`src/rtl/pipe_shifter.sv`:
```
// pipe_shifter: pipelined barrel shifter (sll / srl / sra / rol) with a
// valid/ready handshake on both sides. One pipeline stage per shift-amount
// bit; stage k shifts by 2^(SW-1-k) when its shift-amount bit is set.
// The whole pipeline advances together and freezes while the output holds
// an unaccepted result.
// Optional feature: define PIPE_SHIFTER_ROTATE_EN to enable rotate-left on
// in_op=11. Without it, in_op=11 is a plain logical left shift and no
// wrap-around logic exists.
module pipe_shifter #(
  parameter int WIDTH = 32,
  parameter int SW    = $clog2(WIDTH)
) (
  input  logic             clock,
  input  logic             reset_n,
  input  logic             in_valid,
  output logic             in_ready,
  input  logic [WIDTH-1:0] in_data,
  input  logic [SW-1:0]    in_shamt,
  input  logic [1:0]       in_op,
  output logic             out_valid,
  input  logic             out_ready,
  output logic [WIDTH-1:0] out_data,
  output logic             out_zero
);

  // Global advance: every stage moves unless the output is blocked. Bubbles
  // travel like real entries, so in_ready is simply this term.
  logic advance;
  assign advance  = !out_valid || out_ready;
  assign in_ready = advance;

  genvar gi;
  generate
    for (gi = 0; gi < SW; gi++) begin : g_stage
      localparam int AMT = 1 << (SW - 1 - gi);

      logic [WIDTH-1:0] src_data;
      logic [1:0]       src_op;
      logic             src_valid;
      logic             src_bit;
      logic [WIDTH-1:0] shifted;
      logic [WIDTH-1:0] data_reg;
      logic             valid_reg;

      // Stage 0 takes the operand straight from the input port; later stages
      // take the previous stage's registers.
      if (gi == 0) begin : g_src
        assign src_data  = in_data;
        assign src_op    = in_op;
        assign src_valid = in_valid;
        assign src_bit   = in_shamt[SW-1];
      end else begin : g_src
        assign src_data  = g_stage[gi-1].data_reg;
        assign src_op    = g_stage[gi-1].g_fwd.op_reg;
        assign src_valid = g_stage[gi-1].valid_reg;
        assign src_bit   = g_stage[gi-1].g_fwd.shamt_reg[SW-1-gi];
      end

      // Fixed-distance shift for this stage; sra fill uses the operand sign,
      // which right shifts never disturb.
      always_comb begin
        shifted = {src_data[WIDTH-1-AMT:0], {AMT{1'b0}}};
        case (src_op)
          2'b01:   shifted = {{AMT{1'b0}}, src_data[WIDTH-1:AMT]};
          2'b10:   shifted = {{AMT{src_data[WIDTH-1]}}, src_data[WIDTH-1:AMT]};
`ifdef PIPE_SHIFTER_ROTATE_EN
          2'b11:   shifted = {src_data[WIDTH-1-AMT:0], src_data[WIDTH-1:WIDTH-AMT]};
`endif
          default: shifted = {src_data[WIDTH-1-AMT:0], {AMT{1'b0}}};
        endcase
      end

      // Data and valid register; in-flight entries are dropped on reset.
      always_ff @(posedge clock or negedge reset_n) begin
        if (!reset_n) begin
          valid_reg <= 1'b0;
          data_reg  <= '0;
        end else if (advance) begin
          valid_reg <= src_valid;
          data_reg  <= src_bit ? shifted : src_data;
        end
      end

      // Op and the not-yet-consumed shift bits only travel as far as a later
      // stage needs them; the final stage has nothing left to consume.
      if (gi < SW - 1) begin : g_fwd
        localparam int RW = SW - 1 - gi;
        logic [1:0]    op_reg;
        logic [RW-1:0] shamt_reg;
        logic [RW-1:0] rem_bits;

        if (gi == 0) begin : g_rem
          assign rem_bits = in_shamt[RW-1:0];
        end else begin : g_rem
          assign rem_bits = g_stage[gi-1].g_fwd.shamt_reg[RW-1:0];
        end

        // Forward op and remaining shift-amount bits alongside the data.
        always_ff @(posedge clock or negedge reset_n) begin
          if (!reset_n) begin
            op_reg    <= '0;
            shamt_reg <= '0;
          end else if (advance) begin
            op_reg    <= src_op;
            shamt_reg <= rem_bits;
          end
        end
      end
    end
  endgenerate

  assign out_valid = g_stage[SW-1].valid_reg;
  assign out_data  = g_stage[SW-1].data_reg;
  assign out_zero  = out_valid && (out_data == '0);

endmodule

```
`config.mk`:
```
export PLATFORM = sky130hd
export DESIGN_NAME = pipe_shifter
export DESIGN_NICKNAME = d
export VERILOG_FILES = /design/src/rtl/pipe_shifter.sv
export SDC_FILE = /design/constraint.sdc
export NUM_CORES = 1
export LEC_CHECK = 0
export CORE_UTILIZATION = 64
export DETAILED_ROUTE_END_ITERATION = 8
export DONT_BUFFER_PORTS = 1
export PLACE_DENSITY = 0.92
export SLEW_MARGIN = 5
export SYNTH_ARGS = -nofsm -noshare
export SYNTH_HDL_FRONTEND = slang
export SYNTH_SLANG_ARGS = --single-unit
```
`constraint.sdc`:
```
create_clock -name clock -period 3.28 [get_ports clock]
set_input_delay 0.492 -clock clock [delete_from_list [all_inputs] [get_ports clock]]
set_output_delay 0.492 -clock clock [all_outputs]
set_load 0.01 [all_outputs]
```
==> flow_summary.yaml <==
final_layout:
  fin_cells: 1138
  synthToLayoutAreaGrowth_pct: 4.308
  fillers: 1078
  largest_reg_flops: 128
  final_nets: 998
  final_util_pct: 68.92
  drive_above_1_share_pct: 5.219
  num_antenna_cells: 0
detailed_routing:
  final_antenna_net_count: 0
  routed_wl_um: 21450
  viasPerCell: 6.836
  wl_met2_um: 10280
  drtPass1Iterations: 6
  met1Wirelength_um: 9021
  drc_errors: 0
  vias: 7779
  wl_met3_um: 1539
  wl_per_cell_um: 18.85
  drtIter0Drc: 742
  route.top_layer_used: "met4"
clocking:
  cts_buffer_depth: 2
  cts_sinks: 183
  cts-buffers-inserted: 17
  cts_resized: 0
  cts_tree: "done"
  cts_max_level: 4
  path_clk_slew_ns: 0.07
  cts_root_buf: "clkbuf_16"
  clock_latency_ns: 0.43
die:
  start_util_pct: 66.08
  num_rows: 43
  die_area_um2: 14870
  die_h_um: 121.9
  core_um2: 13930
  die_x_um: 121.9
  ios: 78
yosys:
  synth-seq-area-share_pct: 49.74
  ys_seq_elements: 183
  synth_ff_type: "dfrtp_1"
  netlist_top_cells_area: "dfrtp_1, o21ai_1, a221oi_1"
  yosysUniqueCellTypes: 35
  async_reset_ff_share_pct: 100.0
  synth_edf_count: 0
  synth_cells: 1017
  synth_nets: 1070
  synth_top_cell_area_share_pct: 49.74
  synth_warnings: 0
  yosys.area.top_type: "dfrtp_1"
  netlist_area_um2: 9208
  avgSynthCellArea_um2: 9.054
  ys_top_cells_by_count: "o21ai_1, nand2_1, dfrtp_1, a221oi_1, o21ai_0"
  yosysMostFrequentCell: "o21ai_1"
power_and_ir_drop:
  p_leak_nw: 3.862
  power_density_nw_per_um2: 1077
  vdd_drop_max_mv: 0.5012
critical_path:
  crit_path_end_kind: "output pin"
  worst-endpoint-required_ns: 2.79
  worstPathArrival_ns: 1.91
  r2r_cells: 5
  r2r_start: "g_stage[0].g_fwd.op_reg[0]"
  path_max_fanout: 105
  start_kind: "register"
  ff2ff_setup_slack_ns: 1.05
  crit_type: "reg2out"
  r2r-end: "g_stage[1].data_reg[16]"
global_route:
  grt_max_degree: 216
  antenna_found_initial: 0
  grt_usage_pct: 30.60
  gr-total-overflow: 0
  grt_pass1_wl_um: 35610
  grt_pass1_vias: 7160
timing:
  tightest_slew_ns: 0.9444
  timing.hold.ws_ns: -0.2469
  tns_ns: 0
  drv_slew: 0
  slew_headroom_pct: 36.97
  fmax_ghz: 0.4170
  period_minus_slack_ns: 2.398
  setup_viol: 0
  final-hold-violation-count: 183
  rsz0062_at_grt: "no"
  fin_skew_ns: 0.006807
  min_period_over_period_pct: 73.11
place:
  gp_congestion: 0.8511
  dpl.cell_count: 1106
  hpwlAfterDp_um: 13470
  io_buffer_count: 0
outcome:
  violations: "negative hold slack"
  status: "finished, violations left"
min_path:
  min_path_type: "in2async"
run:
  drv_cap: 0
[metrics by stage]
stage / cell area, µm² / total power [W] / setup WS, ns
floorplan: 9208 / 0.007430 / 1.609
global placement: 9026 / 0.008026 / 1.241
detailed placement: 9026 / 0.008244 / 1.152
CTS: 9604 / 0.01029 / 0.8940
global route: 9604 / 0.01110 / 0.7931
finish: 9604 / 0.01035 / 0.8821
[worst max path at each step]
| stage | start | to | slack, ns | cells past startpoint |
|---|---|---|---|---|
| 2_1_floorplan | in_op[0] | g_stage[0].data_reg[22] | 1.61 | 8 |
| 3_3_place_gp | g_stage[0].g_fwd.op_reg[0] | g_stage[1].data_reg[27] | 1.24 | 5 |
| 5_1_grt | out_data[0] | out_zero | 0.79 | 3 |
| 4_1_cts | out_data[0] | out_zero | 0.89 | 3 |
| 6_report | out_valid | in_ready | 0.88 | 3 |
| 3_5_place_dp | g_stage[0].g_fwd.op_reg[1] | g_stage[1].data_reg[14] | 1.15 | 4 |
[layout by cell type (no fill, tap or decap), types with 3 or more instances in the layout]
cell and count:
nor2_1 9, inv_1 11, clkbuf_1 4, nor4_1 6, a31oi_1 20, clkbuf_16 17, nor2b_1 21, nand3_1 5
a311oi_1 3, clkinv_2 4, buf_4 10, clkbuf_8 3, a221oi_1 119, o21ai_1 218, a21o_1 3, dfrtp_1 183
inv_2 4, nand2_1 197, o21ai_0 72, ha_1 10, a32oi_1 16
[power breakdown]
part           switching (W)  total (W)  leakage [nW]  internal [W]
sequential           0.00121    0.00449          2.26       0.00328
clock               0.000833    0.00201         0.284       0.00118
combinational        0.00239    0.00385          1.32       0.00145
total                0.00444     0.0103          3.86       0.00591
[critical path, cell delays in order (launching register included)]
cell and delay, ns:
dfrtp_1 0.48, nor2b_4 0.19, inv_4 0.35, buf_12 0.38
[final cells by class]
cell class              count  area [µm²]  area share, %
clock buffers              24       481.7          5.016
clock inverters             8       96.34          1.003
inverters                  16       62.56         0.6514
multi-input cells         715        4044          42.11
flip-flops and latches    183        4579          47.68
well taps                 180       225.2          2.345
repair buffers             12       115.1          1.199
[what timing repair did]
| action | in CTS | in global routing |
|---|---|---|
| endpoints found under the setup margin | 0 | 0 |
| endpoints found under the hold margin | 183 | 183 |
| setup buffers | 0 | 0 |
[cell families (layout without fill, tap and decap cells)]
kind of cell | Yosys count | count (layout) | synth area share (%)
AO/OA/AOI/OAI | 457 | 457 | 31.24
AND/OR/NAND/NOR | 248 | 248 | 11.24
flip-flops | 183 | 183 | 49.73
buffers and inverters | 119 | 60 | 6.427
adder cells (fa/ha/maj) | 10 | 10 | 1.359
[layer usage]
| metal | global-route usage, % | vias to the layer above |
|---|---|---|
| met4 | 12.89 | 0 |
| li1 | - | 3630 |
| met2 | 48.41 | 395 |
| met5 | 0 | - |
| met3 | 6.039 | 46 |
| met1 | 41.23 | 3708 |
Power figures use the tool's default switching activity.
